$ cat src/rtl/pipelined_bit_counter_if.sv
// Beat-level bus of the pipelined bit counter: upstream valid/ready input side
// and downstream valid/ready result side.
interface pipelined_bit_counter_if #(
  parameter int WIDTH = 8,
  parameter int ACC_W = 16
);
  localparam int CW = $clog2(WIDTH + 1);

  logic [WIDTH-1:0] in_data;
  logic             in_last;
  logic             in_valid;
  logic             in_ready;
  logic [CW-1:0]    out_count;
  logic [ACC_W-1:0] out_total;
  logic             out_last;
  logic             out_valid;
  logic             out_ready;

  modport master (
    output in_data, in_last, in_valid, out_ready,
    input  in_ready, out_count, out_total, out_last, out_valid
  );

  modport slave (
    input  in_data, in_last, in_valid, out_ready,
    output in_ready, out_count, out_total, out_last, out_valid
  );
endinterface

$ cat src/rtl/pipelined_bit_counter.sv
// Pipelined population counter: registered pairwise adder tree, one level per
// stage, with a saturating per-frame running total applied at the last stage.
module pipelined_bit_counter #(
  parameter int WIDTH = 8,
  parameter int ACC_W = 16
) (
  input  logic                    clk,
  input  logic                    rst_n,
  pipelined_bit_counter_if.slave  bus
);
  localparam int D    = $clog2(WIDTH);
  localparam int CW   = $clog2(WIDTH + 1);
  localparam int NPAD = 1 << D;

  logic             w_adv;
  logic [NPAD-1:0]  w_pad;
  logic [D:0]       w_vin;
  logic [D:0]       w_lin;
  logic [D:1]       r_vld;
  logic [D:1]       r_lst;
  logic [ACC_W-1:0] r_acc;
  logic             r_fs;
  logic [ACC_W-1:0] w_base;
  logic [CW-1:0]    w_cnt;

  function automatic logic [ACC_W-1:0] sat_add(input logic [ACC_W-1:0] a,
                                               input logic [CW-1:0] b);
    logic [ACC_W:0] s;
    s = {1'b0, a} + {{(ACC_W + 1 - CW){1'b0}}, b};
    if (s[ACC_W]) begin
      sat_add = '1;
    end else begin
      sat_add = s[ACC_W-1:0];
    end
  endfunction

  assign w_adv        = bus.out_ready | ~r_vld[D];
  assign bus.in_ready = w_adv;
  // Stage index 0 is the input port; a bubble never carries a last flag.
  assign w_vin = {r_vld, bus.in_valid};
  assign w_lin = {r_lst, bus.in_valid & bus.in_last};

  // Zero-pad to a power of two; bubble data is forced to zero so it cannot leak X.
  always_comb begin
    w_pad = '0;
    if (bus.in_valid) begin
      w_pad[WIDTH-1:0] = bus.in_data;
    end else begin
      w_pad = '0;
    end
  end

  for (genvar l = 1; l <= D; l++) begin : g_lvl
    localparam int N = NPAD >> l;
    localparam int W = l + 1;

    logic [2*N*l-1:0] w_prev;
    logic [N*W-1:0]   w_next;
    logic [N*W-1:0]   r_sum;

    if (l == 1) begin : g_first
      assign w_prev = w_pad;
    end else begin : g_rest
      assign w_prev = g_lvl[l-1].r_sum;
    end

    // Pairwise sums, each result one bit wider than its operands.
    always_comb begin
      w_next = '0;
      for (int j = 0; j < N; j++) begin
        w_next[j*W +: W] = {1'b0, w_prev[2*j*l +: l]} + {1'b0, w_prev[(2*j+1)*l +: l]};
      end
    end

    // Level register, advancing in lock-step with the whole pipeline.
    always_ff @(posedge clk or negedge rst_n) begin
      if (!rst_n) begin
        r_sum <= '0;
      end else if (w_adv) begin
        r_sum <= w_next;
      end else begin
        r_sum <= r_sum;
      end
    end
  end

  assign w_cnt  = g_lvl[D].w_next[CW-1:0];
  assign w_base = r_fs ? '0 : r_acc;

  // Per-stage valid and last flags.
  always_ff @(posedge clk or negedge rst_n) begin
    if (!rst_n) begin
      r_vld <= '0;
      r_lst <= '0;
    end else if (w_adv) begin
      r_vld <= w_vin[D-1:0];
      r_lst <= w_lin[D-1:0];
    end else begin
      r_vld <= r_vld;
      r_lst <= r_lst;
    end
  end

  // Running total updates only when a real beat enters the final stage.
  always_ff @(posedge clk or negedge rst_n) begin
    if (!rst_n) begin
      r_acc <= '0;
      r_fs  <= 1'b1;
    end else if (w_adv && w_vin[D-1]) begin
      r_acc <= sat_add(w_base, w_cnt);
      r_fs  <= w_lin[D-1];
    end else begin
      r_acc <= r_acc;
      r_fs  <= r_fs;
    end
  end

  assign bus.out_count = g_lvl[D].r_sum[CW-1:0];
  assign bus.out_total = r_acc;
  assign bus.out_last  = r_lst[D];
  assign bus.out_valid = r_vld[D];
endmodule

$ cat src/flat_wrapper.sv
// flat-port wrapper written by rule: the top's interface ports become plain ports
module pipelined_bit_counter_flat 
#(
  parameter int WIDTH = 8,
  parameter int ACC_W = 16
)
  (clk, rst_n, bus_in_data, bus_in_last, bus_in_valid, bus_out_ready, bus_in_ready, bus_out_count, bus_out_total, bus_out_last, bus_out_valid);
  pipelined_bit_counter_if #(.WIDTH(WIDTH), .ACC_W(ACC_W)) bus_i ();
  input  logic clk;
  input  logic rst_n;
  input wire logic [$bits(bus_i.in_data)-1:0] bus_in_data;
  input wire logic [$bits(bus_i.in_last)-1:0] bus_in_last;
  input wire logic [$bits(bus_i.in_valid)-1:0] bus_in_valid;
  input wire logic [$bits(bus_i.out_ready)-1:0] bus_out_ready;
  output wire logic [$bits(bus_i.in_ready)-1:0] bus_in_ready;
  output wire logic [$bits(bus_i.out_count)-1:0] bus_out_count;
  output wire logic [$bits(bus_i.out_total)-1:0] bus_out_total;
  output wire logic [$bits(bus_i.out_last)-1:0] bus_out_last;
  output wire logic [$bits(bus_i.out_valid)-1:0] bus_out_valid;
  assign bus_i.in_data = bus_in_data;
  assign bus_i.in_last = bus_in_last;
  assign bus_i.in_valid = bus_in_valid;
  assign bus_i.out_ready = bus_out_ready;
  assign bus_in_ready = bus_i.in_ready;
  assign bus_out_count = bus_i.out_count;
  assign bus_out_total = bus_i.out_total;
  assign bus_out_last = bus_i.out_last;
  assign bus_out_valid = bus_i.out_valid;
  pipelined_bit_counter #(.WIDTH(WIDTH), .ACC_W(ACC_W)) u_core (.clk(clk), .rst_n(rst_n), .bus(bus_i));
endmodule
$ cat config.mk
export PLATFORM = sky130hd
export DESIGN_NAME = pipelined_bit_counter_flat
export DESIGN_NICKNAME = d
export VERILOG_FILES = /design/src/rtl/pipelined_bit_counter_if.sv /design/src/rtl/pipelined_bit_counter.sv /design/src/flat_wrapper.sv
export SDC_FILE = /design/constraint.sdc
export NUM_CORES = 1
export LEC_CHECK = 0
export ABC_CLOCK_PERIOD_IN_PS = 3200
export BUFFER_PORTS_ARGS = -buffer_cell sky130_fd_sc_hd__buf_2
export CAP_MARGIN = 20
export CORE_MARGIN = 3
export CORE_UTILIZATION = 56
export DETAILED_ROUTE_END_ITERATION = 8
export PLACE_DENSITY = 0.79
export SYNTH_ARGS = -nofsm -noshare
export SYNTH_HDL_FRONTEND = slang
export SYNTH_SLANG_ARGS = --single-unit
$ cat constraint.sdc
create_clock -name clk -period 3.2 [get_ports clk]
set_input_delay 0.48 -clock clk [delete_from_list [all_inputs] [get_ports clk]]
set_output_delay 0.48 -clock clk [all_outputs]
set_load 0.03 [all_outputs]
==> results.md <==
- Status: completed
- Unique masters post-synth: 46
- Largest net degree at the start of global routing: 42
- IO Port Bufs: 35
- Placement Setup Slack: between 0.4 and 0.5 ns
- DRC viols: 0
- Die W: between 60 and 70 um
- Post_cts resized: 0
- Fmax: approximately 350 MHz
- Max FO, Critical Path: 4
- Critical Path End Type: flop
- I/O Pins: 36
- Wire length per cell: around 14 um
- Clock transition at path regs: 0.08 ns
- CTS tree: yes
- Worst EP arrival: approximately 3 ns
- Type of origin of the critical path: flop
- Total congestion overflow: 0
- Initial DRC count: 190
- Number of fillers in the final layout: 330
- Global Route Usage Sum: 0.208
- Clock Skew: between 0.006 and 0.007 ns
- Mean number of vias per cell: roughly 5.6
- Area delta synth->final: 14.1%
- Vias in the first global route: roughly 1,800
- Post-synthesis cell area: 2230 um^2
- Highest-count cells in the layout ignoring fill and taps: nand2_1 (75), dfrtp_1 (40), buf_2 (35)
- Initial antenna violation count: 0
- Sequential cell area fraction in the yosys report: 0.460
- Hold buffer count at CTS: 0
- Dpl hpwl: around 3200 um
- FF+latch area: about 1000 um^2
- Pre-Repair DR Iteration Count: 4
- Sink Count: 41
- Final setup viols: 0
- Critical path type: reg2reg
- Post-CTS Setup Inserts: 0
- Gpl congestion: 0.878
- Core Area: 3740 um^2
- Area of the multi-input gates: 1140 um^2
- Max-slew headroom: 0.417
- R2R depth: 9
- Worst-Margin Slew: 0.875 ns
- Final Non-Filler Cells: between 300 and 400
- Antenna diode instance count: 0
- Avg Cell Area, Syn: between 9 and 10 um^2
- PnR worst setup slack: roughly 0.36 ns
- Peak VDD IR: between 0.4 and 0.5 mV
- Synth async-reset ratio: 1.00
- Die H: approximately 69 um
- Ratio of cells with drive above 1 in the final layout: 0.187
- P_leak: ~0.0013 uW
- Via count: 1,794
- Maxcap violations: 0
- Post-Synthesis Cells: around 240
- H-tree depth: 2
- Worst hold slack: between 0.3 and 0.4 ns
- Final ANT Viol Nets: 0
- Final period util: 0.888
- Power per standard cell area: 1010 nW/um^2
- Routed wire length: roughly 4500 um
- Commonest non-fill, non-tap cell in the layout: nand2_1
- Final hold violation count: 0
- Longest Clk Path Bufs: 2
- Fin. max-slew vios: 0
- Setup TNS: 0 ns
- CTS root buf: clkbuf_8
- DIE AREA: 4780 um^2
- Yosys reg bits: 41
- Unrepaired setup endpoints after global routing: false
- Worst Path Required: ~3.4 ns
- Tmin final: approximately 2.8 ns
- Inserted Clock Buffers: 5
- Core Rows: 22
- Main flop type after synthesis: dfrtp_1
- Syn nets: 268
- Clock Latency Late Sink: about 0.29 ns
- Ys Warns: 0
- First-pass GRT wire length: 8160 um
- Starting density of the core: 0.596
- Post-synth EDFFs: 0
- Hold Path Class: in2async
- Post-Place Cells: about 310
- Final net count: between 300 and 400
[critical path, stage by stage, from the launching register on]
cell and delay, ns:
dfrtp_1 0.39, ha_1 0.23, fa_1 0.40, xor2_1 0.26, ha_1 0.33, o21a_1 0.22, a21oi_1 0.30, nor2_1 0.12
a311o_1 0.36, o221a_2 0.12
[state kept, by name (all words and copies together), names as in the netlist]
register,flops
u_core.bus.out_total,16
u_core.g_lvl.r_sum,14
u_core.bus.out_count,4
u_core.r_lst,3
u_core.r_vld,3
u_core.r_fs,1
[synth_stat cells (4+ instances only)]
master    number  share of area
a31oi_1        6          0.017
clkbuf_1       7          0.012
nand3_1        4         0.0090
a21oi_1       10          0.022
fa_1           4          0.036
nand2_1       75           0.13
o22a_1         7          0.027
dfrtp_1       40           0.45
ha_1          13          0.073
a21o_1         4          0.013
and2_1        10          0.028
nor2_1        12          0.020
nor2b_1        5          0.014
[report_power, final]
group          internal, uW  switching (uW)
combinational           483             797
sequential              685             164
clock                   254             174
[path summary, 6_finish.rpt]
| path | from | to | slack (ns) |
|---|---|---|---|
| setup reg to reg | u_core.g_lvl[2].r_sum[0] | u_core.bus.out_total[11] | 0.36 |
| hold reg to reg | u_core.r_lst[1] | u_core.r_lst[1] | 0.47 |
| hold / removal | rst_n | u_core.bus.out_total[8] | 0.30 |
| min in group clk | bus_in_last | u_core.r_lst[1] | 0.41 |
| setup / recovery | u_core.g_lvl[2].r_sum[0] | u_core.bus.out_total[11] | 0.36 |
| max in group asynchronous | rst_n | u_core.bus.out_total[10] | 2.35 |
[cells by family (layout without fill, tap and decap cells)]
group | count (synthesis) | count (layout) | share of synthesized area
xor gates and xnor gates | 2 | 2 | 0.00785
muxes | 2 | 2 | 0.00953
and+or+nand+nor | 119 | 119 | 0.237
buffers and inverters | 12 | 47 | 0.0269
DFF | 41 | 41 | 0.460
AOI/OAI and AO/OA | 45 | 45 | 0.150
adders and majority gates | 17 | 17 | 0.109
[layer usage]
layer  vias up  global-route usage  wire [um]
li1        888                   -          -
met1       852               0.294       2200
met2        49               0.326       2120
met3         5              0.0437        196
met4         0              0.0586         35
met5         -                   0          0
[per-stage QoR]
step	area, um^2	utilization	power (uW)
3_3_place_gp	2430	0.649	2090
2_1_floorplan	2230	-	1820
3_5_place_dp	2430	0.649	2120
6_report	2540	0.680	2560
5_1_grt	2540	0.680	2750
4_1_cts	2540	0.680	2560
[area by class of cell]
| cell class | instances | area share |
|---|---|---|
| multi-input cells | 185 | 0.449 |
| flip-flops and latches | 41 | 0.404 |
| repair buffers | 37 | 0.0747 |
| clock buffers | 7 | 0.0339 |
| well taps | 48 | 0.0236 |
| clock inverters | 1 | 0.0118 |
| inverters | 2 | 0.00295 |
No activity file was read; power rests on OpenSTA's default activity.
